## config.mk

```make
export PLATFORM = sky130hd
export DESIGN_NAME = uart_cmd_ctrl
export DESIGN_NICKNAME = d
export VERILOG_FILES = /design/src/rtl/uart_cmd_pkg.sv /design/src/rtl/uart_byte_timer.sv /design/src/rtl/uart_cmd_ctrl.sv
export SDC_FILE = /design/constraint.sdc
export NUM_CORES = 1
export LEC_CHECK = 0
export CAP_MARGIN = 25
export CORE_MARGIN = 4
export CORE_UTILIZATION = 35
export DETAILED_ROUTE_END_ITERATION = 10
export PLACE_DENSITY_LB_ADDON = 0.05
export SYNTH_ARGS = -nofsm -noshare
export SYNTH_HDL_FRONTEND = slang
export SYNTH_HIERARCHICAL = 1
export SYNTH_SLANG_ARGS = --single-unit
```

## constraint.sdc

```tcl
create_clock -name clk_i -period 4.9 [get_ports clk_i]
set_input_delay 0.49 -clock clk_i [delete_from_list [all_inputs] [get_ports clk_i]]
set_output_delay 0.49 -clock clk_i [all_outputs]
set_load 0.03 [all_outputs]
```

## src/rtl/uart_cmd_pkg.sv

```systemverilog
// Shared types and constants for the UART command-frame controller.
package uart_cmd_pkg;

    typedef enum logic [2:0] {
        S_H0   = 3'd0,
        S_H1   = 3'd1,
        S_CMD  = 3'd2,
        S_ADDR = 3'd3,
        S_DH   = 3'd4,
        S_DL   = 3'd5,
        S_CHK  = 3'd6,
        S_REQ  = 3'd7
    } state_t;

    localparam logic [7:0] CMD_WR = 8'h01;
    localparam logic [7:0] CMD_RD = 8'h02;

    localparam logic [1:0] ERR_CMD = 2'd1;
    localparam logic [1:0] ERR_CHK = 2'd2;
    localparam logic [1:0] ERR_TMO = 2'd3;

    localparam int FRAME_LEN = 7;

    function automatic logic is_valid_cmd(input logic [7:0] cmd);
        return (cmd == CMD_WR) || (cmd == CMD_RD);
    endfunction

endpackage

```

## src/rtl/uart_byte_timer.sv

```systemverilog
// Inter-byte watchdog: down-counter reloaded on clear, expire on terminal count.
module uart_byte_timer #(
    parameter int unsigned TIMEOUT_CYC = 50000
) (
    input  logic clk_i,
    input  logic rst_n,
    input  logic clear_i,
    input  logic enable_i,
    output logic expire_o
);
    import uart_cmd_pkg::*;

    localparam logic [15:0] RELOAD = 16'(TIMEOUT_CYC - 1);

    logic [15:0] cnt_q;

    // Reload on clear, count down while enabled, park at zero.
    always_ff @(posedge clk_i or negedge rst_n) begin
        if (!rst_n) begin
            cnt_q <= RELOAD;
        end else if (clear_i) begin
            cnt_q <= RELOAD;
        end else if (enable_i && (cnt_q != 16'd0)) begin
            cnt_q <= cnt_q - 16'd1;
        end
    end

    // A byte on the terminal cycle clears the timer and suppresses expiry.
    assign expire_o = enable_i & ~clear_i & (cnt_q == 16'd0);

endmodule

```

## src/rtl/uart_cmd_ctrl.sv

```systemverilog
// Assembles 7-byte UART command frames and issues one register access per frame.
//
// state  | meaning
// S_H0   | idle, hunting for HDR0
// S_H1   | HDR0 seen, expecting HDR1 (HDR0 again resyncs)
// S_CMD  | expecting command byte
// S_ADDR | expecting address byte
// S_DH   | expecting data high byte
// S_DL   | expecting data low byte
// S_CHK  | expecting checksum byte
// S_REQ  | register request outstanding, waiting for ack
module uart_cmd_ctrl #(
    parameter int unsigned TIMEOUT_CYC = 50000,
    parameter logic [7:0]  HDR0        = 8'h55,
    parameter logic [7:0]  HDR1        = 8'hAA
) (
    input  logic        clk_i,
    input  logic        rst_n,
    input  logic [7:0]  rx_data_i,
    input  logic        rx_done_i,
    input  logic        rx_error_i,
    input  logic        reg_ack_i,
    input  logic [15:0] reg_rdata_i,
    output logic        reg_wr_o,
    output logic        reg_rd_o,
    output logic [7:0]  reg_addr_o,
    output logic [15:0] reg_wdata_o,
    output logic [15:0] rd_data_o,
    output logic        rd_valid_o,
    output logic        frame_err_o,
    output logic [1:0]  err_code_o,
    output logic        busy_o
);
    import uart_cmd_pkg::*;

    state_t      state_q;
    logic [7:0]  cmd_q, addr_q, dh_q, dl_q, xor_q;
    logic        reg_wr_q, reg_rd_q, rd_valid_q, frame_err_q;
    logic [7:0]  reg_addr_q;
    logic [15:0] reg_wdata_q, rd_data_q;
    logic [1:0]  err_code_q;

    logic byte_v, in_frame, tmr_clear, tmr_expire;

    // A byte flagged with a receiver error is never used.
    assign byte_v    = rx_done_i & ~rx_error_i;
    assign in_frame  = (state_q != S_H0) && (state_q != S_REQ);
    assign tmr_clear = rx_done_i | ~in_frame;

    uart_byte_timer #(.TIMEOUT_CYC(TIMEOUT_CYC)) u_timer (
        .clk_i    (clk_i),
        .rst_n    (rst_n),
        .clear_i  (tmr_clear),
        .enable_i (in_frame),
        .expire_o (tmr_expire)
    );

    // Frame FSM with registered request, read-data and error outputs.
    always_ff @(posedge clk_i or negedge rst_n) begin
        if (!rst_n) begin
            state_q     <= S_H0;
            cmd_q       <= '0;
            addr_q      <= '0;
            dh_q        <= '0;
            dl_q        <= '0;
            xor_q       <= '0;
            reg_wr_q    <= 1'b0;
            reg_rd_q    <= 1'b0;
            reg_addr_q  <= '0;
            reg_wdata_q <= '0;
            rd_data_q   <= '0;
            rd_valid_q  <= 1'b0;
            frame_err_q <= 1'b0;
            err_code_q  <= '0;
        end else begin
            rd_valid_q  <= 1'b0;
            frame_err_q <= 1'b0;
            case (state_q)
                S_H0: begin
                    if (byte_v && (rx_data_i == HDR0)) state_q <= S_H1;
                end
                S_REQ: begin
                    if (reg_ack_i) begin
                        reg_wr_q <= 1'b0;
                        reg_rd_q <= 1'b0;
                        state_q  <= S_H0;
                        if (reg_rd_q) begin
                            rd_data_q  <= reg_rdata_i;
                            rd_valid_q <= 1'b1;
                        end
                    end
                end
                default: begin
                    if (rx_error_i || tmr_expire) begin
                        state_q     <= S_H0;
                        frame_err_q <= 1'b1;
                        err_code_q  <= ERR_TMO;
                    end else if (byte_v) begin
                        case (state_q)
                            S_H1: begin
                                if (rx_data_i == HDR1) begin
                                    state_q <= S_CMD;
                                    xor_q   <= '0;
                                end else if (rx_data_i != HDR0) begin
                                    state_q <= S_H0;
                                end
                            end
                            S_CMD: begin
                                if (is_valid_cmd(rx_data_i)) begin
                                    cmd_q   <= rx_data_i;
                                    xor_q   <= xor_q ^ rx_data_i;
                                    state_q <= S_ADDR;
                                end else begin
                                    state_q     <= S_H0;
                                    frame_err_q <= 1'b1;
                                    err_code_q  <= ERR_CMD;
                                end
                            end
                            S_ADDR: begin
                                addr_q  <= rx_data_i;
                                xor_q   <= xor_q ^ rx_data_i;
                                state_q <= S_DH;
                            end
                            S_DH: begin
                                dh_q    <= rx_data_i;
                                xor_q   <= xor_q ^ rx_data_i;
                                state_q <= S_DL;
                            end
                            S_DL: begin
                                dl_q    <= rx_data_i;
                                xor_q   <= xor_q ^ rx_data_i;
                                state_q <= S_CHK;
                            end
                            S_CHK: begin
                                if (rx_data_i == xor_q) begin
                                    state_q    <= S_REQ;
                                    reg_addr_q <= addr_q;
                                    if (cmd_q == CMD_WR) begin
                                        reg_wr_q    <= 1'b1;
                                        reg_wdata_q <= {dh_q, dl_q};
                                    end else begin
                                        reg_rd_q <= 1'b1;
                                    end
                                end else begin
                                    state_q     <= S_H0;
                                    frame_err_q <= 1'b1;
                                    err_code_q  <= ERR_CHK;
                                end
                            end
                            default: state_q <= S_H0;
                        endcase
                    end
                end
            endcase
        end
    end

    assign reg_wr_o    = reg_wr_q;
    assign reg_rd_o    = reg_rd_q;
    assign reg_addr_o  = reg_addr_q;
    assign reg_wdata_o = reg_wdata_q;
    assign rd_data_o   = rd_data_q;
    assign rd_valid_o  = rd_valid_q;
    assign frame_err_o = frame_err_q;
    assign err_code_o  = err_code_q;
    assign busy_o      = (state_q != S_H0);

endmodule

```

==> results.tsv <==
metric	value	unit
muxShareOfSynthArea	16.40	%
cts.sinks	105	
die_y	127.1	um
fin_skew	0.007737	ns
place_area	0.005848	mm2
cp.arrival	4.09	ns
slew_headroom	37.30	%
die_area	0.01616	mm2
cts_tree	done	
worstMarginPinSlew	0.9328	ns
drt-wirelength-per-cell	16.34	um
routed_wl	10790	um
rrSetupSlack	1.04	ns
initial_core_util	35.78	%
grt.busiest_layer	met2	
synthAdderAreaFrac	0.7559	%
io_pins	76	
drt_iter0_drc	140	
place_congestion	0.7800	
drive_above_1_share	22.08	%
cts_hold_buf	0	
grtUsageMet1	19.78	%
met3_usage	3.010	%
layout.nets	507	
synth-seq-cells	105	
grt_overflow	0	
io_buffers	75	
worst-setup-path-type	reg2reg	
cts_buffers	9	
synth_nets	439	
vias	3340	
path_clk_slew	0.07	ns
cap_violations	0	
post_cts_resize_count	0	
n_antenna_cell	0	
ant_nets	0	
finalSetupTns	0	ns
yosys_warnings	6	
ff2ff_path_depth	8	
setup_viol	0	
hold_viol	0	
period_share	78.75	%
grt_usage	14.06	%
synthesis.area	0.004966	mm2
crit_family	simple AND/OR/NAND/NOR gates	
use_met2	21.48	%
synth.distinct_cells	66	
antenna_found_initial	0	
period_needed	3.859	ns
crit_fanout	19	
design_area	0.006177	mm2
synth_edf_count	0	
cts_max_level	3	
grt_max_degree	68	
synth_compound_area_share	7.483	%
synth_xor_area_share	2.116	%
clk_latency	0.35	ns
area_growth	24.39	%
dp_hpwl	7438	um
cp_slowest_cell	nor3_1	
syn_area_per_cell	12.20	um2
synth_top_family_by_area	simple AND/OR/NAND/NOR gates	
cpMostUsedCell	nor3_1	
die_w	127.1	um
p_per_area	299.1	mW/mm2
core	0.01388	mm2
firstDrtPassIters	4	
drv_slew	0	
power.leakage	2.739	nW
postCtsSetupBuffers	0	
ys_seq_area_share	53.14	%
grt_pass1_vias	3475	
path_cells	nor3_1, or3_1, nor3_1, nor2_2, and2_1, nand4_4, nor2_4, mux2_2	
reg2reg_from	state_q[1]	
yosys.area_share.simple	17.59	%
worst_setup_path_end_kind	flip-flop	
ir_drop	182.7	uV
root_buffer	clkbuf_16	
drc_errors	0	
async_reset_ff_share	100.0	%
outcome	finished clean	
synth_ff_type	dfrtp_1	
crit_path_start_kind	flip-flop	
fmax	0.2591	GHz
r2r_end	reg_wdata_o[5]	
rsz0062_at_grt	false	
critPathLaunch	state_q[1]	
critPathBufInv	0	
grt_pass1_wl	18020	um
via_per_inst	5.061	
required	5.14	ns
max-clock-path-buffers	2	
rows	43	
synthCells	407	
max_stage_delay	0.64	ns
min_path_type	in2async	
==> synth_stat cells (4+ instances only) <==
| cell type | count | area, um2 |
|---|---|---|
| nand3_1 | 9 | 45.04 |
| nand2_1 | 18 | 67.56 |
| o21ai_1 | 6 | 30.03 |
| buf_2 | 6 | 30.03 |
| o21ai_0 | 17 | 85.08 |
| nand3b_1 | 4 | 30.03 |
| a21oi_1 | 6 | 30.03 |
| clkbuf_1 | 9 | 33.78 |
| nor3_1 | 14 | 70.07 |
| nor2_1 | 17 | 63.81 |
| inv_1 | 7 | 26.28 |
| xor2_1 | 9 | 78.83 |
| dfrtp_1 | 96 | 2402 |
| mux2_1 | 11 | 123.9 |
| nor4_1 | 6 | 37.54 |
| or3_1 | 8 | 50.05 |
| nor2b_1 | 14 | 87.58 |
| nand2b_1 | 6 | 37.54 |
| dfstp_2 | 9 | 236.5 |
| mux2_2 | 56 | 630.6 |
| mux2i_1 | 6 | 60.06 |
==> cell usage in the layout, fill, tap and decap left out, types with 4 or more instances in the layout <==
master / instances
dfrtp_1: 96
clkdlybuf4s50_1: 74
mux2_2: 56
nand2_1: 18
nor2_1: 17
o21ai_0: 17
nor3_1: 14
nor2b_1: 14
mux2_1: 11
nand3_1: 9
xor2_1: 9
clkbuf_16: 9
dfstp_2: 9
or3_1: 8
inv_1: 7
nor4_1: 6
a21oi_1: 6
nand2b_1: 6
o21ai_1: 6
mux2i_1: 6
nand3b_1: 4
==> registers in the layout, indices dropped and copies added (netlist names), 2 cells and up <==
register	count
cmd_q	8
reg_wdata_o	16
addr_q	8
xor_q	8
u_timer/cnt_q	16
rd_data_o	16
reg_addr_o	8
dh_q	8
err_code_o	2
state_q	3
dl_q	8
==> worst reg2reg max path, delay by kind of cell (launching register included) <==
family | cells | cell delay [ns]
flops | 1 | 0.56
mux | 1 | 0.40
simple gates | 7 | 2.80
==> stage by stage <==
step                      worst slack, ns  utilization (%)  cells  hold slack (ns)  power (mW)
after floorplan                     1.482                -    407           0.1944       1.002
after global placement              1.099            42.13    644           0.4721       1.076
after detailed placement           0.9641            42.13    644           0.4765       1.078
after CTS                          0.9582            44.50    660           0.2913       1.878
after global routing               0.7213            44.50    660           0.3311       1.933
final                               1.041            44.50    660           0.2447       1.847
==> layout make-up <==
class / count / area, um2
Inverter: 7 / 26.28
Tap cell: 180 / 225.2
Multi-Input combinational cell: 276 / 2202
Sequential cell: 105 / 2639
Fill cell: 1287 / 7704
Clock inverter: 5 / 86.33
Timing Repair Buffer: 76 / 755.7
Clock buffer: 11 / 242.7
==> worst max path at each step <==
stage / end / cells past startpoint
2_1_floorplan: reg_wdata_o[10] / 13
3_3_place_gp: reg_wdata_o[1] / 8
3_5_place_dp: reg_wdata_o[0] / 8
4_1_cts: reg_wdata_o[5] / 8
5_1_grt: reg_wdata_o[1] / 8
6_report: reg_wdata_o[5] / 8
==> report_power, final <==
group / internal, mW / switching [mW] / total, mW
Combinational: 0.0667 / 0.102 / 0.169
Sequential: 0.877 / 0.0131 / 0.890
Clock: 0.466 / 0.323 / 0.788
Total: 1.41 / 0.438 / 1.85
==> per-layer routing <==
layer	wire length (um)	share of wire, %
met4	171	1.6
met2	4917	46
met5	0	0
met1	5298	49
met3	400	3.7
==> logic make-up after synthesis <==
| family | after synthesis |
|---|---|
| AO/OA/AOI/OAI | 54 |
| AND/OR/NAND/NOR | 134 |
| XOR/XNOR | 12 |
| adder cells (fa/ha/maj) | 3 |
| buffers and inverters | 26 |
| multiplexers | 73 |
| flip-flops | 105 |
Power figures use the tool's default switching activity.
